--- src/rtl/csa_sequencer_pkg.sv ---
// Shared definitions for the carry-save multi-operand adder blocks.
package csa_sequencer_pkg;

  localparam int unsigned CSA_WIDTH = 23;
  localparam int unsigned CSA_CNT_W = 4;

  typedef enum logic [1:0] {
    ST_IDLE    = 2'd0,
    ST_ACCUM   = 2'd1,
    ST_RESOLVE = 2'd2,
    ST_DONE    = 2'd3
  } csa_state_e;

endpackage : csa_sequencer_pkg

--- src/rtl/csa_sequencer_if.sv ---
// Job, operand-stream and result handshake bundle for the CSA sequencer.
interface csa_sequencer_if
  import csa_sequencer_pkg::*;
#(
  parameter int unsigned WIDTH = CSA_WIDTH,
  parameter int unsigned CNT_W = CSA_CNT_W
) ();

  logic             start;
  logic [CNT_W-1:0] count;
  logic             op_valid;
  logic [WIDTH-1:0] op_data;
  logic             op_ready;
  logic             res_valid;
  logic             res_ready;
  logic [WIDTH-1:0] result;
  logic             busy;

  modport master (
    output start, count, op_valid, op_data, res_ready,
    input  op_ready, res_valid, result, busy
  );

  modport slave (
    input  start, count, op_valid, op_data, res_ready,
    output op_ready, res_valid, result, busy
  );

endinterface : csa_sequencer_if

--- src/rtl/csa_sequencer_csa_block.sv ---
// 3:2 compressor row: full adder per bit, carry vector pre-shifted left by one.
module csa_block #(
  parameter int unsigned WIDTH = 23
) (
  input  logic [WIDTH-1:0] a_i,
  input  logic [WIDTH-1:0] b_i,
  input  logic [WIDTH-1:0] c_i,
  output logic [WIDTH-1:0] sum_c_o,
  output logic [WIDTH-1:0] carry_c_o
);

  logic [WIDTH-1:0] maj;

  assign sum_c_o   = a_i ^ b_i ^ c_i;
  assign maj       = (a_i & b_i) | (a_i & c_i) | (b_i & c_i);
  // MSB carry is dropped: arithmetic wraps modulo 2^WIDTH.
  assign carry_c_o = {maj[WIDTH-2:0], 1'b0};

endmodule : csa_block

--- src/rtl/csa_sequencer.sv ---
// Accumulates a counted stream of operands in carry-save form, then resolves
// S+C with one carry-propagate add and holds the result until consumed.
module csa_sequencer
  import csa_sequencer_pkg::*;
#(
  parameter int unsigned WIDTH = CSA_WIDTH,
  parameter int unsigned CNT_W = CSA_CNT_W
) (
  input  logic            clk,
  input  logic            rst,
  csa_sequencer_if.slave  bus
);

  csa_state_e       state_q, state_d;
  logic [WIDTH-1:0] s_q, s_d;
  logic [WIDTH-1:0] c_q, c_d;
  logic [WIDTH-1:0] result_q, result_d;
  logic [CNT_W-1:0] rem_q, rem_d;
  logic             op_ready_q;
  logic             res_valid_q;
  logic             busy_q;

  logic [WIDTH-1:0] csa_sum;
  logic [WIDTH-1:0] csa_carry;

  csa_block #(.WIDTH(WIDTH)) u_csa (
    .a_i       (s_q),
    .b_i       (c_q),
    .c_i       (bus.op_data),
    .sum_c_o   (csa_sum),
    .carry_c_o (csa_carry)
  );

  // Next-state and datapath update.
  always_comb begin
    state_d  = state_q;
    s_d      = s_q;
    c_d      = c_q;
    rem_d    = rem_q;
    result_d = result_q;
    case (state_q)
      ST_IDLE: begin
        if (bus.start) begin
          s_d = '0;
          c_d = '0;
          if (bus.count != '0) begin
            rem_d   = bus.count;
            state_d = ST_ACCUM;
          end else begin
            rem_d   = '0;
            state_d = ST_RESOLVE;
          end
        end
      end
      ST_ACCUM: begin
        if (bus.op_valid) begin
          s_d   = csa_sum;
          c_d   = csa_carry;
          rem_d = rem_q - CNT_W'(1);
          if (rem_q == CNT_W'(1)) begin
            state_d = ST_RESOLVE;
          end
        end
      end
      ST_RESOLVE: begin
        result_d = s_q + c_q;
        state_d  = ST_DONE;
      end
      ST_DONE: begin
        if (bus.res_ready) begin
          state_d = ST_IDLE;
        end
      end
      default: state_d = ST_IDLE;
    endcase
  end

  // State, datapath and status-flag registers; flags mirror the next state.
  always_ff @(posedge clk or posedge rst) begin
    if (rst) begin
      state_q     <= ST_IDLE;
      s_q         <= '0;
      c_q         <= '0;
      rem_q       <= '0;
      result_q    <= '0;
      op_ready_q  <= 1'b0;
      res_valid_q <= 1'b0;
      busy_q      <= 1'b0;
    end else begin
      state_q     <= state_d;
      s_q         <= s_d;
      c_q         <= c_d;
      rem_q       <= rem_d;
      result_q    <= result_d;
      op_ready_q  <= (state_d == ST_ACCUM);
      res_valid_q <= (state_d == ST_DONE);
      busy_q      <= (state_d != ST_IDLE);
    end
  end

  assign bus.op_ready  = op_ready_q;
  assign bus.res_valid = res_valid_q;
  assign bus.busy      = busy_q;
  assign bus.result    = result_q;

endmodule : csa_sequencer

--- src/flat_wrapper.sv ---
// flat-port wrapper written by rule: the top's interface ports become plain ports
module csa_sequencer_flat import csa_sequencer_pkg::*;
#(
  parameter int unsigned WIDTH = CSA_WIDTH,
  parameter int unsigned CNT_W = CSA_CNT_W
)
  (clk, rst, bus_start, bus_count, bus_op_valid, bus_op_data, bus_res_ready, bus_op_ready, bus_res_valid, bus_result, bus_busy);
  csa_sequencer_if #(.WIDTH(WIDTH), .CNT_W(CNT_W)) bus_i ();
  input  logic clk;
  input  logic rst;
  input wire logic [$bits(bus_i.start)-1:0] bus_start;
  input wire logic [$bits(bus_i.count)-1:0] bus_count;
  input wire logic [$bits(bus_i.op_valid)-1:0] bus_op_valid;
  input wire logic [$bits(bus_i.op_data)-1:0] bus_op_data;
  input wire logic [$bits(bus_i.res_ready)-1:0] bus_res_ready;
  output wire logic [$bits(bus_i.op_ready)-1:0] bus_op_ready;
  output wire logic [$bits(bus_i.res_valid)-1:0] bus_res_valid;
  output wire logic [$bits(bus_i.result)-1:0] bus_result;
  output wire logic [$bits(bus_i.busy)-1:0] bus_busy;
  assign bus_i.start = bus_start;
  assign bus_i.count = bus_count;
  assign bus_i.op_valid = bus_op_valid;
  assign bus_i.op_data = bus_op_data;
  assign bus_i.res_ready = bus_res_ready;
  assign bus_op_ready = bus_i.op_ready;
  assign bus_res_valid = bus_i.res_valid;
  assign bus_result = bus_i.result;
  assign bus_busy = bus_i.busy;
  csa_sequencer #(.WIDTH(WIDTH), .CNT_W(CNT_W)) u_core (.clk(clk), .rst(rst), .bus(bus_i));
endmodule
--- config.mk ---
export PLATFORM = sky130hd
export DESIGN_NAME = csa_sequencer_flat
export DESIGN_NICKNAME = d
export VERILOG_FILES = /design/src/rtl/csa_sequencer_pkg.sv /design/src/rtl/csa_sequencer_if.sv /design/src/rtl/csa_sequencer_csa_block.sv /design/src/rtl/csa_sequencer.sv /design/src/flat_wrapper.sv
export SDC_FILE = /design/constraint.sdc
export NUM_CORES = 1
export LEC_CHECK = 0
export BUFFER_PORTS_ARGS = -buffer_cell sky130_fd_sc_hd__buf_4
export CAP_MARGIN = 20
export CORE_ASPECT_RATIO = 0.75
export CORE_MARGIN = 3
export CORE_UTILIZATION = 30
export DETAILED_ROUTE_END_ITERATION = 16
export GPL_ROUTABILITY_DRIVEN = 0
export GPL_TIMING_DRIVEN = 0
export PLACE_DENSITY_LB_ADDON = 0.08
export SLEW_MARGIN = 5
export SYNTH_ARGS = -nofsm -noshare
export SYNTH_HDL_FRONTEND = slang
export SYNTH_SLANG_ARGS = --single-unit
export TNS_END_PERCENT = 50
--- constraint.sdc ---
create_clock -name clk -period 7.1 [get_ports clk]
set_clock_uncertainty 0.2 [all_clocks]
set_input_delay 1.065 -clock clk [delete_from_list [all_inputs] [get_ports clk]]
set_output_delay 1.065 -clock clk [all_outputs]
set_load 0.01 [all_outputs]
== Word level (Yosys, flattened, before mapping) ==
Index checks and enable logic that the tools add are counted.
Widths: inputs -> output; s select.
Storage, ports and cells
  register bits: 78
Operators by class
  add/subtract/negate cells: 2
  reductions and logical operators: 5
  muxes and demuxes: 15
  eq/ne operators: 8
  bitwise operators: 7
Operator list (number)
  $pmux 23 s2: 2
  $mux 23: 3
  $and 22x22->22: 3
  $xor 23x23->23: 2
  $or 22x22->22: 2
  $add 23x23->23: 1
  $mux 4: 3
  $mux 2: 5
  $pmux 2 s4: 1
  $pmux 4 s2: 1
  $eq 2x2->1 const B: 3
  $eq 2x1->1 const B: 2
  $eq 4x1->1 const B: 1
  $ne 2x2->1 const B: 2
  $reduce_bool 2->1: 2
  $reduce_bool 4->1: 1
  $sub 4x1->4 const B: 1
  $reduce_and 3->1: 1
  $logic_not 2->1: 1

== Depth between registers and ports, before layout ==
Gate-level depths: netlist of the first run.
  depth after elaboration: 5
  depth in mapped cells: 10
  depth with buffers taken out: 10

== Hierarchy ==
Synthesis of the first run repeated with hierarchy kept, for this count alone.
Second synthesis, totals
  cells, all modules: 533
  area, all modules: 4897.2 um^2
By module, submodules not included
  csa_sequencer: cells each 508, times used 1, area each 4421.7 um^2
  csa_block: cells each 25, times used 1, area each 475.5 um^2

== Least setup slack after synthesis of the first run ==
No wires, ideal clock.
  kind: in2reg
  from: input bus_op_valid
  to: register u_core.state_q[1]
  slack: 4.594 ns
  stages: 5
  arrival time: 2.242 ns
  path through: mux2i_1 or2_2 or3_1 o41ai_1 or2_2
Between the ends
  longest elaborated chain between the ends: 2
Ends and longest elaborated chain
  start: declaration: RTL line flat_wrapper.sv:13  | input wire logic [$bits(bus_i.op_valid)-1:0] bus_op_valid;
  $mux 2: RTL line csa_sequencer.sv:56  | if (bus.op_valid) begin
  $pmux 2 s4: RTL line csa_sequencer.sv:41  | case (state_q)
  via u_core.state_d[1]: RTL line csa_sequencer.sv:14  | csa_state_e state_q, state_d;
  end signal: assignment: RTL line csa_sequencer.sv:90  | state_q <= state_d;
  end: declaration: RTL line csa_sequencer.sv:14
The timed path passes the listed nets, and every way through them passes these cells.
A chain may end at the register's enable or synchronous reset.

== Worst setup path after layout of the first run ==
  from: register u_core.c_q[5]
  to: register u_core.result_q[14] (netlist: u_core.bus.result[14])
Between the ends
  longest elaborated chain between the ends: 1
Ends and longest elaborated chain
  start: declaration: RTL line csa_sequencer.sv:16  | logic [WIDTH-1:0] c_q, c_d;
  start signal: assignment: RTL line csa_sequencer.sv:83  | c_q <= '0;
  start signal: assignment: RTL line csa_sequencer.sv:92  | c_q <= c_d;
  $add 23x23->23: RTL line csa_sequencer.sv:66  | result_d = s_q + c_q;
  end signal: assignment: RTL line csa_sequencer.sv:94  | result_q <= result_d;
  end: declaration: RTL line csa_sequencer.sv:17  | logic [WIDTH-1:0] result_q, result_d;
Every way passes these cells.

==> key figures, run 1 <==
Detailed routing
  – TritonRoute pass-1 iters: 4
  – DR vias/cell: around 4.8
  – Initial DRC count: 257
  – DR WL/cell: 16.5 µm
  – Via count: between 3000 and 4000
  – Number of remaining DRC errors: 0
  – Post-Route WL: 11400 µm
  – Final ANT Viol Nets: 0

Critical path
  – Kind of critical path: flip-flop to flip-flop
  – Stages on worst setup path: 8
  – Crit-path slowest cell: or3b_4
  – Crit path from: u_core.c_q[5]$_DFFE_PP0P_
  – WP buf/inv: 0
  – FF-to-FF setup slack: 4.25 ns
  – Reg2reg start: u_core.c_q[5]$_DFFE_PP0P_
  – Worst EP required: 7.11 ns
  – Cell family with most CP delay: compound AO/OA/AOI/OAI gates
  – CP arrival: 2.86 ns
  – Cells along the critical path: ha_1, and2_4, a311oi_2, a211oi_2, or3b_4, a31oi_4, xor2_1, o21ai_1
  – Worst setup path end: u_core.bus.result[14]$_DFFE_PP0N_
  – Crit path capture type: flip-flop
  – Crit start category: flip-flop
  – Reg2reg path depth: 8
  – Reg2reg end: u_core.bus.result[14]$_DFFE_PP0N_
  – Slowest stage delay, CP: 0.44 ns
  – Crit Path Max Fanout: 6

Clocking
  – CTS root buf: clkbuf_16
  – CTS Hold Bufs: 0
  – Clock Path Buffers: 2
  – Postcts setup bufs: 0
  – Cts repair resizes: 0
  – Num CTS Buffers: 9
  – CTS Sinks: 77
  – H-tree levels: 3
  – Clock-pin slew on the worst setup and hold paths: 0.06 ns
  – Worst skew pair latency: 0.34 ns
  – CTS tree: built

Finish
  – Area of the multi-input gates: 2460 µm²
  – Final #Nets: roughly 570
  – Layout cells sized above 1: 18.9%
  – Fill cell count: 1479
  – Register area: 1930 µm²
  – Fin util: between 30% and 40%
  – Antenna cells: 0
  – Fin area: 5550 µm²
  – Area Growth Syn to Fin: 22.7%
  – Finished Layout Cells: 693

Timing
  – Fin crit share: 40.1%
  – Slew HR: 54.2%
  – Fmax achieved: 351 MHz
  – Actual slew at the worst max-slew pin: between 0.6 and 0.7 ns
  – RSZ-0062 raised after global routing: no
  – Final setup viols: 0
  – Tmin final: 2.85 ns
  – Final TNS setup: 0 ns
  – Slew Limit Fails: 0
  – Final hold viol count: 0

Min path
  – Min-delay worst type: flip-flop to flip-flop

Synthesis
  – Post-Synthesis Cells: ~420
  – Post-synth top area share: 42.6%
  – Sequential element share of the synthesized area: 42.6%
  – Ranking of synthesized cells by area: dfrtp_1, fa_1, a22o_1
  – Cell Area, Synth: roughly 4500 µm²
  – EDFF count, synth: 0
  – Synth Flop Type: dfrtp_1
  – Ys async rst share: 100%
  – Synthesized Nets: between 400 and 500
  – Synth area leader: dfrtp_1
  – Post-synth cell types: 56
  – Synth warn: 0
  – Syn_area_per_cell: 10.8 µm²
  – Yosys reg bits: 77

Pwr
  – PD cells: 463 nW/µm²
  – Leak: 2.59 nW
  – Power, Total: 2.57 mW
  – Peak VDD IR: 0.000123 V

Placed design
  – DP Wirelength: 8620 µm
  – Placed insts: 677
  – Post-DP Area: roughly 5200 µm²
  – Number of port buffers: 57

Floorplanning
  – Core Rows: 38
  – Io pins: 58
  – Overall die width: 148 µm
  – Die area: between 15000 and 20000 µm²
  – Die height: approximately 110 µm
  – Core Area: 14600 µm²
  – Starting density of the core: 31.0%

Global route
  – Final global-route overflow total: 0
  – Global-route wire length before repair: ~19000 µm
  – Initial antenna violation count: 0
  – Pin count of the biggest net entering global routing: 48
  – GRT Total Usage: 14.5%
  – Vias in the first global route: between 3000 and 4000

Outcome
  – Outcome: finished, final reports clean

Run
  – Max-Cap Viols: 0
cell usage after synthesis (4+ instances only):
cell type  number
dfrtp_1        77
a22o_1         42
nand2_1        41
o21ai_0        36
a21oi_1        27
ha_1           24
fa_1           22
nor2_1         20
clkbuf_1       12
xor2_1         11
inv_1           8
a21o_1          7
nand2b_1        7
nor3_1          7
xnor2_1         7
nand3_1         5
nor2b_1         5
buf_2           4
power breakdown:
group | switching, mW | internal, mW
registers | 0.167 | 0.622
logic | 0.703 | 0.576
clock network | 0.183 | 0.319
cell usage in the layout (no fill, tap or decap), types with 2 or more instances in the layout:
master,Yosys,final
a211o_1,2,2
a21o_1,7,7
a21oi_1,27,27
a221o_1,3,3
a22o_1,42,42
and2_1,2,2
buf_2,4,4
buf_4,0,57
buf_6,3,3
bufinv_16,0,2
clkbuf_1,12,15
clkbuf_16,0,9
dfrtp_1,77,77
fa_1,22,22
ha_1,24,24
inv_1,8,7
mux2_2,2,2
nand2_1,41,41
nand2b_1,7,7
nand3_1,5,5
nand4_1,3,3
nor2_1,20,20
nor2b_1,5,5
nor3_1,7,7
nor3b_1,3,3
o211ai_1,3,3
o21a_1,3,3
o21ai_0,36,36
o21ai_1,2,2
o31ai_1,2,2
or2_2,3,3
xnor2_1,7,7
xor2_1,11,11
how the worst min path moves through the flow:
stage                                startpoint                                to  slack [ns]  cells after the start
2_1_floorplan        u_core.s_q[22]$_DFFE_PP0P_        u_core.s_q[22]$_DFFE_PP0P_        0.27                      1
3_3_place_gp   u_core.bus.result[6]$_DFFE_PP0N_  u_core.bus.result[6]$_DFFE_PP0N_        0.27                      2
3_5_place_dp   u_core.bus.result[5]$_DFFE_PP0N_  u_core.bus.result[5]$_DFFE_PP0N_        0.27                      2
4_1_cts        u_core.bus.result[5]$_DFFE_PP0N_  u_core.bus.result[5]$_DFFE_PP0N_        0.28                      2
5_1_grt        u_core.bus.result[5]$_DFFE_PP0N_  u_core.bus.result[5]$_DFFE_PP0N_        0.31                      2
6_report       u_core.bus.result[5]$_DFFE_PP0N_  u_core.bus.result[5]$_DFFE_PP0N_        0.28                      2
per-stage QoR:
step	setup WS (ns)	hold slack [ns]
3_3_place_gp	2.65	0.266
6_report	4.25	0.276
5_1_grt	4.10	0.312
3_5_place_dp	4.08	0.270
2_1_floorplan	3.87	0.270
4_1_cts	4.22	0.283
routing by layer:
layer | up-vias | GRT usage, % | wire length (µm)
met5 | - | 0 | 0
met4 | 0 | 3.17 | 64
met3 | 4 | 4.64 | 614
met2 | 79 | 18.8 | 4550
met1 | 1602 | 23.2 | 6180
li1 | 1673 | - | -
sequential cells by signal (all words and copies together), names as in the netlist:
register / count
u_core.c_q: 22
u_core.rem_q: 4
u_core.bus.op_ready: 1
u_core.bus.busy: 1
u_core.state_q: 2
u_core.bus.result: 23
u_core.s_q: 23
u_core.bus.res_valid: 1
worst register-to-register path, delay by kind of cell, from the launching register on:
kind                     cells  cell delay, ns
flip-flops                   1            0.43
adder cells (fa/ha/maj)      1            0.40
AND/OR/NAND/NOR              2            0.62
AO/OA/AOI/OAI                4            0.83
XOR/XNOR                     1            0.24
cells by family (layout without fill, tap and decap cells):
kind of cell    after synthesis  in the layout  share of synthesized area, %
compound gates              142            142                          22.6
xor+xnor                     18             18                          3.49
fa+ha+maj                    46             46                          16.4
buf+inv                      28            102                          2.96
flops                        77             77                          42.6
mux                           3              3                         0.720
simple gates                105            105                          11.2
cell type report:
type                    instances  area share [%]
clock inverters                 3            1.24
plain buffers                  20            1.87
repair buffers                 58            8.21
inverters                       8           0.587
flip-flops and latches         77            34.7
well taps                     200            4.51
clock buffers                  13            4.51
multi-input cells             314            44.3
No activity file was read; power rests on OpenSTA's default activity.
==> inputs of run 2 (changes only) <==
- clock period: 7.1 -> 2.81 ns (I/O delays scaled with it)
==> run 2 against run 1 <==
Compared with the run above:
- register-to-register slack got worse by 4.2 ns
- hold slack worse by 0.19 ns
- global-route usage increased by 0.052 points
- non-clock buffer count is 3 higher
- clock power grew to 2.5 times the previous value
- critical path depth is 2 higher
- count of clock-buffer cells in the layout is the same
- die area is the same
- sequential power grew to 2.5 times the previous value
- critical endpoint is now u_core.bus.result[21]$_DFFE_PP0N_
==> key figures, run 2 (synthesized netlist as in run 1, its figures left out) <==
Outcome
  – Outcome: finished, final reports clean

Pwr
  – Peak VDD IR: ~0.00032 V
  – P_int: 3.93 mW
  – Sw Ratio: 41.1%
  – Sequential share of power: 30.1%
  – PD cells: between 1000 and 1500 nW/µm²
  – Leak: 2.62 nW
  – Sw Pwr: about 2.7 mW
  – Power share of the combinational group: around half
  – Clock power frac: 19.1%

Finish
  – Antenna cells: 0
  – Area of the multi-input gates: around 2500 µm²
  – Fill cell count: approximately 1500
  – Finished Layout Cells: 696
  – Most common cell after layout, fill and taps aside: dfrtp_1
  – Register area: 1930 µm²
  – Most frequent cells in the layout: dfrtp_1, buf_4, a22o_1
  – Layout cells sized above 1: 22.0%
  – Area Growth Syn to Fin: 25.3%
  – Final #Nets: around 570

Floorplanning
  – Die height: 112 µm
  – Starting density of the core: 31.0%
  – Core Rows: 38
  – Io pins: slightly below 60
  – Overall die width: 148 µm
  – Core Area: 14600 µm²
  – Die area: between 15000 and 20000 µm²

Critical path
  – Slowest stage delay, CP: 0.47 ns
  – WP buf/inv: 1
  – Kind of critical path: flip-flop to flip-flop
  – Reg2reg path depth: 10
  – Reg2reg end: u_core.bus.result[21]$_DFFE_PP0N_
  – Crit-path slowest cell: or4_1
  – Crit start category: flip-flop
  – Cell family with most CP delay: simple AND/OR/NAND/NOR gates
  – FF-to-FF setup slack: 0.04 ns
  – CP arrival: 2.80 ns
  – Reg2reg start: u_core.c_q[1]$_DFFE_PP0P_
  – Worst EP required: 2.84 ns
  – Crit path capture type: flip-flop
  – Cells along the critical path: ha_2, inv_2, fa_2, nor2b_2, o31a_1, o221ai_2, nand3_2, nor3b_4, or4_1, o311ai_1
  – Crit Path Max Fanout: 4

Global route
  – Initial antenna violation count: 0
  – Global-route wire length before repair: 18900 µm
  – Pin count of the biggest net entering global routing: 48
  – GRT Total Usage: between 10 and 15%
  – Vias in the first global route: 3373
  – Final global-route overflow total: 0

Clocking
  – Clock Path Buffers: 2
  – Worst skew pair latency: 0.34 ns
  – CTS tree: built
  – CTS root buf: clkbuf_16
  – Clock-pin slew on the worst setup and hold paths: around 0.070 ns
  – CTS Sinks: 77
  – Num CTS Buffers: 9
  – H-tree levels: 3

Timing
  – Final hold viol count: 0
  – Tmin final: roughly 2.8 ns
  – Slew Limit Fails: 0
  – RSZ-0062 raised after global routing: yes
  – Fin crit share: 98.5%
  – Final setup viols: 0
  – Actual slew at the worst max-slew pin: 0.678 ns
  – Slew HR: approximately 55%
  – Fmax achieved: 361 MHz
  – Final TNS setup: 0 ns

Detailed routing
  – Post-Route WL: 11500 µm
  – Final ANT Viol Nets: 0
  – TritonRoute pass-1 iters: 4
  – DR WL/cell: 16.6 µm
  – DR vias/cell: around 4.8
  – Via count: between 3000 and 4000
  – Initial DRC count: between 200 and 250
  – Number of remaining DRC errors: 0

Run
  – Max-Cap Viols: 0

Placed design
  – DP Wirelength: around 8600 µm
  – Number of port buffers: 57
  – Placed insts: around 680

Min path
  – Beginning of the worst hold path: bus_res_ready
  – Hold Crit Endpoint: u_core.bus.busy$_DFF_PP0_
  – Min-delay worst type: input pin to flip-flop
  – Worst hold stages: 2
-- run 2: cell count changes in the layout (fill, tap and decap cells not counted), sizes merged --
cell	before	now
buf	65	67
dlygate4sd3	0	1
-- run 2: what timing repair did --
action	CTS	global route
endpoints found under the hold margin	30	0
pin swaps	1	7
gates resized for setup	4	13
buffers inserted	0	2
setup endpoints to repair	3	5
hold buffers	1	0
-- run 2: power groups by stage --
stage	sequential (mW)	clock, mW	combinational [mW]
6_report	2.01	1.27	3.39
4_1_cts	2.00	1.31	3.30
3_3_place_gp	2.00	0	3.23
5_1_grt	2.08	1.35	3.82
3_5_place_dp	2.01	0	3.25
2_1_floorplan	1.97	0	2.24
-- run 2: through the flow --
stage                     power [mW]  setup slack (ns)  hold slack (ns)  utilization [%]  area (µm²)
after global placement          5.23            -0.998            0.266             35.6        5200
after floorplan                 4.21             0.222            0.270                -        4520
final                           6.67            0.0435           0.0907             38.8        5660
after global routing            7.26           -0.0406           0.0860             38.8        5660
after detailed placement        5.26           -0.0565            0.268             35.8        5230
after CTS                       6.61            0.0226           0.0793             38.2        5580
-- run 2: per-layer routing --
layer | wire length (µm) | vias up | track usage, %
li1 | - | 1670 | -
met1 | 6320 | 1618 | 23.2
met2 | 4680 | 73 | 19.0
met3 | 487 | 2 | 4.64
met4 | 40 | 0 | 3.17
met5 | 0 | - | 0
-- run 2: layout make-up --
class | instances | share of cell area, %
Tap cell | 200 | 4.42
Clock buffer | 13 | 4.42
Timing Repair Buffer | 61 | 8.49
Clock inverter | 3 | 1.22
Multi-Input combinational cell | 314 | 45.0
Inverter | 8 | 0.575
Buffer | 20 | 1.83
Sequential cell | 77 | 34.1
-- run 2: how the worst max path moves through the flow --
stage / start / endpoint / slack [ns] / cells past startpoint
after floorplan: rst / u_core.bus.busy$_DFF_PP0_ / 0.22 / 1
after global placement: rst / u_core.bus.result[11]$_DFFE_PP0N_ / -1.0 / 2
after detailed placement: u_core.c_q[5]$_DFFE_PP0P_ / u_core.bus.result[14]$_DFFE_PP0N_ / -0.06 / 8
after CTS: u_core.c_q[14]$_DFFE_PP0P_ / u_core.bus.result[20]$_DFFE_PP0N_ / 0.02 / 8
after global routing: u_core.s_q[1]$_DFFE_PP0P_ / u_core.bus.result[21]$_DFFE_PP0N_ / -0.04 / 10
final: u_core.c_q[1]$_DFFE_PP0P_ / u_core.bus.result[21]$_DFFE_PP0N_ / 0.04 / 10
-- run 2: worst reg2reg max path, stage by stage (launching register included) --
cell      delay (ns)
dfrtp_1         0.41
ha_2            0.20
inv_2           0.06
fa_2            0.22
nor2b_2         0.06
o31a_1          0.34
o221ai_2        0.27
nand3_2         0.15
nor3b_4         0.18
or4_1           0.47
o311ai_1        0.10
==> inputs of run 3 (changes only) <==
- CORE_UTILIZATION: 30 -> 58
==> run 3 against run 2 <==
Compared with the run above:
- sequential power barely moved
- clock power down 45%
- register-to-register slack is essentially flat
- critical path depth unchanged
- sequential share of layout area grew 2.2 points
- die area shrank 46%
- worst setup slack lost 0.0065 ns
- count of clock-buffer cells in the layout decreased by 2
==> key figures, run 3 (synthesized netlist as in run 1, its figures left out) <==
Outcome
  – Outcome: finished, final reports clean

Floorplanning
  – Core Rows: 27
  – Core Area: 7470 µm²
  – Die height: 82.4 µm
  – Io pins: a little under 60
  – Die area: 8900 µm²
  – Starting density of the core: 60.5%
  – Overall die width: 108 µm

Critical path
  – Reg2reg end: u_core.bus.result[21]$_DFFE_PP0N_
  – Cell family with most CP delay: simple AND/OR/NAND/NOR gates
  – Kind of critical path: flip-flop to flip-flop
  – FF-to-FF setup slack: 0.04 ns
  – Stages on worst setup path: 10
  – CP arrival: between 2 and 3 ns
  – Reg2reg path depth: 10
  – Worst EP required: 2.84 ns
  – Reg2reg start: u_core.c_q[1]$_DFFE_PP0P_
  – Crit start category: flip-flop
  – Crit path capture type: flip-flop
  – Crit Path Max Fanout: 4
  – Cells along the critical path: ha_1, inv_1, fa_2, nor2b_2, o31a_1, o221ai_2, nand3_2, nor3b_1, or4_1, o311ai_1
  – WP buf/inv: 1
  – Slowest stage delay, CP: 0.47 ns
  – Crit-path slowest cell: or4_1

Detailed routing
  – Via count: about 3600
  – Initial DRC count: 280
  – TritonRoute pass-1 iters: 5
  – Post-Route WL: 10500 µm
  – Final ANT Viol Nets: 0
  – DR WL/cell: ~18 µm
  – DR vias/cell: 6.03
  – Number of remaining DRC errors: 0

Finish
  – Register area: 1930 µm²
  – Most common cell after layout, fill and taps aside: dfrtp_1
  – Most frequent cells in the layout: dfrtp_1, buf_4, a22o_1
  – Fin area: 5320 µm²
  – Area of the multi-input gates: 2480 µm²
  – Antenna cells: 0
  – Final #Nets: roughly 570
  – Fill cell count: 572
  – Layout cells sized above 1: 20.3%
  – Area Growth Syn to Fin: 17.7%

Timing
  – RSZ-0062 raised after global routing: yes
  – Fin crit share: 98.7%
  – Final hold viol count: 0
  – Tmin final: 2.77 ns
  – Fmax achieved: 361 MHz
  – Setup WS post-layout: approximately 0.037 ns
  – Actual slew at the worst max-slew pin: approximately 0.64 ns
  – Final setup viols: 0
  – Slew Limit Fails: 0
  – Worst hold slack: 0.0851 ns
  – Slew HR: 57.3%

Global route
  – Vias in the first global route: roughly 3400
  – Global-route wire length before repair: 17300 µm
  – Final global-route overflow total: 0
  – Initial antenna violation count: 0
  – GRT Total Usage: 25.4%
  – Pin count of the biggest net entering global routing: 66

Clocking
  – H-tree levels: 3
  – Num CTS Buffers: 9
  – Clock-pin slew on the worst setup and hold paths: 0.08 ns
  – CTS Sinks: between 70 and 80
  – Worst skew pair latency: around 0.34 ns
  – CTS root buf: clkbuf_8
  – CTS tree: built
  – Clock Path Buffers: 2

Min path
  – Hold Crit Endpoint: u_core.bus.res_valid$_DFF_PP0_
  – Worst hold stages: 2
  – Beginning of the worst hold path: bus_res_ready
  – Min-delay worst type: input pin to flip-flop

Placed design
  – Number of port buffers: 57
  – DP Wirelength: between 7000 and 8000 µm
  – DP Worst Slack: 0.0404 ns
  – Post-DP Area: 5100 µm²

Run
  – Max-Cap Viols: 0

Pwr
  – PD cells: 1130 nW/µm²
  – Peak VDD IR: 0.000529 V
  – Leak: ~2.5 nW
  – Power, Total: 6.01 mW
-- run 3: changes by cell type in the layout (fill, tap and decap cells not counted), sizes merged --
cell,previous run,this run
clkbuf,26,24
clkinv,1,3
bufinv,2,0
buf,67,70
-- run 3: power by group --
| part | total [mW] | leakage (nW) | switching, mW | internal [mW] |
|---|---|---|---|---|
| clock network | 0.693 | 0.0788 | 0.386 | 0.307 |
| registers | 1.99 | 0.984 | 0.425 | 1.57 |
| logic | 3.33 | 1.49 | 1.82 | 1.51 |
| total | 6.01 | 2.55 | 2.63 | 3.39 |
-- run 3: per-layer routing --
metal | GRT usage (%) | vias to the layer above | routed length, µm | share of wire (%)
met5 | 0 | - | 0 | 0
met2 | 36.5 | 152 | 4570 | 44
met3 | 5.21 | 26 | 725 | 6.9
met1 | 39.2 | 1754 | 5030 | 48
met4 | 7.06 | 0 | 155 | 1.5
li1 | - | 1673 | - | -
-- run 3: timing repair --
item / CTS / global route
setup endpoints to repair: 0 / 5
hold buffers: 1 / 0
gates resized for setup: 0 / 5
buffers inserted: 0 / 5
hold endpoints to repair: 12 / 0
-- run 3: worst max-delay path by stage --
stage | slack [ns] | endpoint | start
6_report | 0.04 | u_core.bus.result[21]$_DFFE_PP0N_ | u_core.c_q[1]$_DFFE_PP0P_
5_1_grt | -0.07 | u_core.bus.result[21]$_DFFE_PP0N_ | u_core.c_q[1]$_DFFE_PP0P_
4_1_cts | 0.005 | u_core.bus.result[21]$_DFFE_PP0N_ | u_core.c_q[1]$_DFFE_PP0P_
3_5_place_dp | 0.04 | u_core.bus.result[21]$_DFFE_PP0N_ | u_core.c_q[1]$_DFFE_PP0P_
3_3_place_gp | -0.68 | u_core.s_q[10]$_DFFE_PP0P_ | rst
2_1_floorplan | 0.22 | u_core.bus.busy$_DFF_PP0_ | rst
-- run 3: stage by stage --
stage	std cells	TNS (ns)	util [%]
floorplan	419	0	-
global placement	577	-51.75	68.0
detailed placement	578	0	68.4
CTS	593	0	70.5
global route	598	-0.0738	71.3
finish	598	0	71.3
-- run 3: cell type report --
type / instances / area share, %
multi-input cells: 314 / 46.6
flip-flops and latches: 77 / 36.2
repair buffers: 64 / 9.45
clock buffers: 11 / 2.47
well taps: 101 / 2.37
plain buffers: 20 / 1.95
inverters: 8 / 0.611
clock inverters: 3 / 0.282
-- run 3: worst register-to-register path, cell delays in order, from the launching register on --
cell,delay (ns)
dfrtp_1,0.41
ha_1,0.23
inv_1,0.08
fa_2,0.21
nor2b_2,0.06
o31a_1,0.34
o221ai_2,0.22
nand3_2,0.15
nor3b_1,0.18
or4_1,0.47
o311ai_1,0.11
